==> src/rtl/alu_mc.sv <==
// rtl/alu_mc.sv - multi-cycle ALU: single-cycle logic/arith/shift ops plus iterative shift-add multiply
// Results and NZCV flags are registered and held until the next completion.
module alu_mc #(
  parameter int N       = 64,
  parameter int SHAMT_W = $clog2(N)
) (
  input  logic         clk,
  input  logic         reset,
  input  logic         start,
  input  logic [N-1:0] a,
  input  logic [N-1:0] b,
  input  logic [3:0]   ALUControl,
  output logic         busy,
  output logic         done,
  output logic [N-1:0] result,
  output logic         zero,
  output logic         negative,
  output logic         carry,
  output logic         overflow
);

  typedef enum logic {S_IDLE, S_MUL} state_t;

  localparam logic [3:0] OP_AND  = 4'b0000;
  localparam logic [3:0] OP_OR   = 4'b0001;
  localparam logic [3:0] OP_ADD  = 4'b0010;
  localparam logic [3:0] OP_LSL  = 4'b0011;
  localparam logic [3:0] OP_LSR  = 4'b0100;
  localparam logic [3:0] OP_SUB  = 4'b0110;
  localparam logic [3:0] OP_PASS = 4'b0111;
  localparam logic [3:0] OP_MUL  = 4'b1000;

  state_t           state_q, state_d;
  logic [N-1:0]     result_q, result_d;
  logic             zero_q, zero_d;
  logic             neg_q, neg_d;
  logic             carry_q, carry_d;
  logic             ovf_q, ovf_d;
  logic             done_q, done_d;
  logic [2*N-1:0]   mcand_q, mcand_d;
  logic [N-1:0]     mplier_q, mplier_d;
  logic [2*N-1:0]   acc_q, acc_d;
  logic [SHAMT_W-1:0] cnt_q, cnt_d;

  logic             is_sub;
  logic [N-1:0]     b_op;
  logic [N:0]       sum_ext;
  logic [N-1:0]     sc_result;
  logic             sc_carry;
  logic             sc_ovf;
  logic [2*N-1:0]   mul_sum;

  // SUB reuses the adder as a + ~b + 1 so carry out means "no borrow"
  assign is_sub  = (ALUControl == OP_SUB);
  assign b_op    = is_sub ? ~b : b;
  assign sum_ext = {1'b0, a} + {1'b0, b_op} + (N+1)'(is_sub);

  always_comb begin
    sc_result = '0;
    sc_carry  = 1'b0;
    sc_ovf    = 1'b0;
    case (ALUControl)
      OP_AND:  sc_result = a & b;
      OP_OR:   sc_result = a | b;
      OP_ADD: begin
        sc_result = sum_ext[N-1:0];
        sc_carry  = sum_ext[N];
        sc_ovf    = (a[N-1] == b[N-1]) && (sum_ext[N-1] != a[N-1]);
      end
      OP_SUB: begin
        sc_result = sum_ext[N-1:0];
        sc_carry  = sum_ext[N];
        sc_ovf    = (a[N-1] != b[N-1]) && (sum_ext[N-1] != a[N-1]);
      end
      OP_PASS: sc_result = b;
      OP_LSL:  sc_result = a << b[SHAMT_W-1:0];
      OP_LSR:  sc_result = a >> b[SHAMT_W-1:0];
      default: sc_result = '0;
    endcase
  end

  assign mul_sum = acc_q + (mplier_q[0] ? mcand_q : '0);

  always_comb begin
    state_d  = state_q;
    result_d = result_q;
    zero_d   = zero_q;
    neg_d    = neg_q;
    carry_d  = carry_q;
    ovf_d    = ovf_q;
    done_d   = 1'b0;
    mcand_d  = mcand_q;
    mplier_d = mplier_q;
    acc_d    = acc_q;
    cnt_d    = cnt_q;
    case (state_q)
      S_IDLE: begin
        if (start) begin
          if (ALUControl == OP_MUL) begin
            mcand_d  = {{N{1'b0}}, a};
            mplier_d = b;
            acc_d    = '0;
            cnt_d    = '0;
            state_d  = S_MUL;
          end else begin
            result_d = sc_result;
            zero_d   = (sc_result == '0);
            neg_d    = sc_result[N-1];
            carry_d  = sc_carry;
            ovf_d    = sc_ovf;
            done_d   = 1'b1;
          end
        end
      end
      S_MUL: begin
        acc_d    = mul_sum;
        mcand_d  = mcand_q << 1;
        mplier_d = mplier_q >> 1;
        cnt_d    = cnt_q + 1'b1;
        // Last multiplier bit: publish the folded product directly
        if (cnt_q == SHAMT_W'(N-1)) begin
          state_d  = S_IDLE;
          result_d = mul_sum[N-1:0];
          zero_d   = (mul_sum[N-1:0] == '0);
          neg_d    = mul_sum[N-1];
          carry_d  = 1'b0;
          ovf_d    = |mul_sum[2*N-1:N];
          done_d   = 1'b1;
        end
      end
      default: state_d = S_IDLE;
    endcase
  end

  always_ff @(posedge clk or negedge reset) begin
    if (!reset) begin
      state_q  <= S_IDLE;
      result_q <= '0;
      zero_q   <= 1'b0;
      neg_q    <= 1'b0;
      carry_q  <= 1'b0;
      ovf_q    <= 1'b0;
      done_q   <= 1'b0;
      mcand_q  <= '0;
      mplier_q <= '0;
      acc_q    <= '0;
      cnt_q    <= '0;
    end else begin
      state_q  <= state_d;
      result_q <= result_d;
      zero_q   <= zero_d;
      neg_q    <= neg_d;
      carry_q  <= carry_d;
      ovf_q    <= ovf_d;
      done_q   <= done_d;
      mcand_q  <= mcand_d;
      mplier_q <= mplier_d;
      acc_q    <= acc_d;
      cnt_q    <= cnt_d;
    end
  end

  assign busy     = (state_q == S_MUL);
  assign done     = done_q;
  assign result   = result_q;
  assign zero     = zero_q;
  assign negative = neg_q;
  assign carry    = carry_q;
  assign overflow = ovf_q;

endmodule
==> config.mk <==
export PLATFORM = sky130hd
export DESIGN_NAME = alu_mc
export DESIGN_NICKNAME = d
export VERILOG_FILES = /design/src/rtl/alu_mc.sv
export SDC_FILE = /design/constraint.sdc
export NUM_CORES = 2
export LEC_CHECK = 0
export ABC_AREA = 1
export BUFFER_PORTS_ARGS = -buffer_cell sky130_fd_sc_hd__buf_4
export CORE_MARGIN = 2
export CORE_UTILIZATION = 46
export CTS_CLUSTER_SIZE = 12
export DETAILED_ROUTE_END_ITERATION = 12
export PLACE_DENSITY = 0.58
export SLEW_MARGIN = 20
export SYNTH_ARGS = -nofsm -noshare
export SYNTH_HDL_FRONTEND = slang
export SYNTH_SLANG_ARGS = --single-unit
==> constraint.sdc <==
create_clock -name clk -period 3.6 [get_ports clk]
set_clock_uncertainty 0.05 [all_clocks]
set_input_delay 0.72 -clock clk [delete_from_list [all_inputs] [get_ports clk]]
set_output_delay 0.72 -clock clk [all_outputs]
set_load 0.005 [all_outputs]
==> results.yml, run 1 <==
synth:
  yosys.area_share.adder_pct: 5.76
  synth-simple-area-share_pct: 43.3
  muxShareOfSynthArea_pct: 0
  ys_ff_latch: 395
  synth.avg_cell_area_um2: 5.58
  synth_top_family_by_area: "simple AND/OR/NAND/NOR gates"
  synth_edf_count: 0
  synthTopCellsByArea: "nand2_1 23%, dfrtp_1 21%, inv_1 10%"
  yosys_warnings: 0
  syn-num-nets: 8673
  synth-seq-area-share_pct: 21.3
  synth_xor_area_share_pct: 2.28
  async_flop_share_pct: 100
  synth_ff_type: "dfrtp_1"
  synth_compound_area_share_pct: 14.3
  synthDominantCellAreaShare_pct: 22.9
  yosys.cell_types.count: 53
  syn_area_mm2: 0.0465
  yosysMostFrequentCell: "nand2_1"
  syn_inst: 8325
  synth.largest_area_cell: "nand2_1"
  synth_common_cells: "2831 x nand2_1, 1259 x inv_1, 921 x nand3_1, 795 x nor2_1"
global_routing:
  grt_max_degree: 180
  grt_remaining_overflow: 959
  track_usage_pct: 76.9
run_status:
  outcome: "stopped before the end"
  stop_stage: "global routing"
  error_line: "[ERROR GRT-0232] Routing congestion too high. Check the congestion heatmap in the GUI."
cts:
  htree_levels: 2
  numCtsBuffers: 47
  cts.sinks: 395
  clock_path_buffers: 3
  cts-root-buf: "clkbuf_16"
  cts_hold_buf: 0
floorplan:
  die_width_um: 322
  die_y_um: 322
  initial_core_util_pct: 46.4
  fp-row-count: 116
  io_pins: 205
timing:
  worstEpCategory: "register input"
  worst_endpoint: "zero$_DFFE_PN0P_/D"
placed_design:
  port_buffers: 204
  hpwl_um: 238000
  post-place-ws_ns: -1.03
  gp_congestion: 1.18
## through the flow
step | setup TNS [ns] | instance area, µm² | cells
detailed placement | -30.72 | 63600 | 11400
CTS | -0.864 | 67400 | 11500
global placement | -24.83 | 63600 | 11400
floorplan | 0 | 46500 | 8325
## cell families after synthesis
logic type               count (synthesis)
flip-flops                             395
buffers and inverters                 1578
AO/OA/AOI/OAI                         1171
adder cells (fa/ha/maj)                213
XOR/XNOR                               121
AND/OR/NAND/NOR                       4847
## layer usage
metal	GRT usage [%]	GRT overflow
met2	95.0	523
met3	57.3	27
met1	78.0	26
met5	33.9	2
met4	76.6	381
## what timing repair did
action | CTS
cloned | 2
setup buffers | 19
gates resized for setup | 549
endpoints found under the setup margin | 102
pin swaps | 80
==> inputs of run 2 (changes only) <==
CORE_UTILIZATION = 31   (was 46)
CTS_CLUSTER_SIZE = unset   (was 12)
PLACE_DENSITY = unset   (was 0.58)
PLACE_DENSITY_LB_ADDON = 0.15   (was unset)
==> run 2 against run 1 <==
Effect of this change:
- the flow now finishes, with violations (negative setup slack)
- synthesized area unchanged
- synthesized cell count unchanged
==> results.yml, run 2 <==
layout:
  final_util_pct: 47.3
  nets: 10600
  layout_common_cells: "2596 x nand2_1, 2118 x buf_4, 1229 x inv_1, 892 x nand3_1, 612 x nor2_1"
  drive_above_1_share_pct: 30.0
  layout_commonest_cell: "nand2_1"
  nFillCells: 16100
  syn_to_final_growth_pct: 51.9
  reg.largest.list: "acc_q x128, mcand_q x128"
cts:
  clk_pin_slew_worst_paths_ns: 0.07
  htree_levels: 2
  cts_tree: "yes"
  clock_path_buffers: 3
  cts-root-buf: "clkbuf_16"
  numCtsBuffers: 54
  clock_latency_ns: 0.75
  cts.sinks: 395
floorplan:
  io_pins: 205
  die_width_um: 391
  coreArea_mm2: 0.149
  fp-row-count: 142
  die_y_um: 391
  initial_core_util_pct: 31.1
  dieArea_mm2: 0.153
setup_path:
  cp_max_fo: 22
  r2r-start: "mplier_q[0]$_DFFE_PN0P_"
  crit_end: "overflow$_DFFE_PN0P_"
  reg2reg_to: "overflow$_DFFE_PN0P_"
  arrival_ns: 4.65
  start_kind: "flip-flop"
  worstSetupStartpoint: "mplier_q[0]$_DFFE_PN0P_"
  regToRegSetupSlack_ns: -0.51
  r2r_cells: 24
  worst_ep_required_time_ns: 4.13
  crit_path_end_kind: "flip-flop"
  path_class: "flip-flop to flip-flop"
detailed_routing:
  wl_per_cell_um: 25.8
  drc: 0
  initialDrtViolationCount: 5758
  wl_um: 319000
  vias: 63900
  antenna_left: 0
  via_per_inst: 5.17
  dr.pass1.iters: 7
timing:
  setup_viol: 8
  worst_pin_slew_ns: 1.15
  fin_ws_ns: -0.514
  period_needed_ns: 4.11
  max_freq_ghz: 0.243
  rsz0062_at_grt: "true"
  layout_worst_path_cycle_share_pct: 114
  maxSlewViolCount: 0
  hold_viol: 0
  relSlewSlack_pct: 23.4
  final.setup.tns_ns: -1.20
synth:
  synth_edf_count: 0
  synthTopCellsByArea: "nand2_1 23%, dfrtp_1 21%, inv_1 10%"
  ys_ff_latch: 395
  synth.avg_cell_area_um2: 5.58
  syn_inst: 8325
  yosysMostFrequentCell: "nand2_1"
  async_flop_share_pct: 100
  synthDominantCellAreaShare_pct: 22.9
  yosys.cell_types.count: 53
  syn_area_mm2: 0.0465
  synth_common_cells: "2831 x nand2_1, 1259 x inv_1, 921 x nand3_1, 795 x nor2_1"
  synth-seq-area-share_pct: 21.3
  synth_ff_type: "dfrtp_1"
  synth.largest_area_cell: "nand2_1"
  yosys_warnings: 0
  syn-num-nets: 8673
placed_design:
  gp_congestion: 1.05
  port_buffers: 204
  hpwl_um: 269000
flow_run:
  cap_violations: 0
min_path:
  min_path_type: "input port to flip-flop"
  min_from: "b[56]"
global_routing:
  grt_pass1_vias: 62500
  grt_pass1_wl_um: 442000
  grt_max_degree: 123
  grt_remaining_overflow: 0
  track_usage_pct: 40.5
  antenna_found_initial: 14
pwr:
  cellLeakagePower_nw: 37.6
  peakVddDrop_mv: 0.460
  powerDensity_mw_per_mm2: 675
run_status:
  outcome: "complete, but fails checks"
  violations: "negative setup slack"
run 2: cell counts after synthesis:
Identical to the previous run, type by type.
run 2: critical path, stage by stage, from the launching register on:
cell,delay [ns]
dfrtp_4,0.54
buf_12,0.19
buf_4,0.18
nand2_1,0.06
inv_1,0.06
ha_4,0.33
nand2_1,0.14
nor2_2,0.19
inv_1,0.07
nor2_2,0.14
buf_4,0.13
nand2_1,0.13
nor2_4,0.16
nand4_1,0.19
nand4_1,0.15
nand2_1,0.10
nor2_2,0.14
nand2_1,0.10
nor2_2,0.12
nand2_2,0.12
nor2_4,0.24
buf_4,0.15
nand3_1,0.10
nand2_1,0.08
a21oi_1,0.07
run 2: stage by stage:
step	power (mW)	hold WS [ns]	worst slack, ns	area [µm²]	instances
2_1_floorplan	20.7	0.374	0.00834	46500	8325
6_report	47.7	0.248	-0.514	70600	12400
4_1_cts	45.0	0.218	-0.518	68300	12300
5_1_grt	50.4	0.240	-0.657	70600	12400
3_3_place_gp	37.3	0.415	-1.24	65200	12200
3_5_place_dp	37.5	0.424	-1.22	65200	12200
run 2: cell type report:
class	count	area [µm²]	share of cell area, %
Clock buffer	69	1510	2.13
Sequential cell	395	9890	14.0
Inverter	1270	4790	6.78
Clock inverter	33	450	0.638
Timing Repair Buffer	2218	17800	25.2
Multi-Input combinational cell	6352	33600	47.6
Tap cell	2016	2520	3.57
Antenna cell	5	12.5	0.0177
run 2: report_power, final:
| part | switching, mW | internal, mW | total, mW |
|---|---|---|---|
| combinational | 19.1 | 14.3 | 33.4 |
| sequential | 1.73 | 6.46 | 8.19 |
| clock | 2.59 | 3.49 | 6.09 |
| total | 23.4 | 24.3 | 47.7 |
run 2: what timing repair did:
action / in CTS / in global routing
setup endpoints to repair: 79 / 96
gates cloned: 1 / 1
resized for setup: 316 / 550
pin swaps: 24 / 80
hold endpoints to repair: 22 / 0
hold buffers: 1 / 0
buffers inserted: 3 / 29
run 2: kinds of logic after synthesis:
group | synth area share, %
simple gates | 43.3
buf+inv | 13.2
compound gates | 14.3
flops | 21.3
fa+ha+maj | 5.76
xor+xnor | 2.28
run 2: worst min path at each step:
stage	depth (start not counted)	slack (ns)	end
floorplan	0	0.37	acc_q[0]$_DFFE_PN0P_
global placement	2	0.42	acc_q[0]$_DFFE_PN0P_
detailed placement	2	0.42	acc_q[0]$_DFFE_PN0P_
CTS	3	0.22	mplier_q[54]$_DFFE_PN0P_
global route	3	0.24	mplier_q[54]$_DFFE_PN0P_
finish	3	0.25	mplier_q[56]$_DFFE_PN0P_
run 2: metal layers:
layer,vias up,global-route usage [%],wire length (µm)
li1,30600,-,-
met1,30200,48.2,127000
met2,2360,65.2,141000
met3,798,5.59,19100
met4,8,32.8,31900
met5,-,0,46
Power figures use the tool's default switching activity.
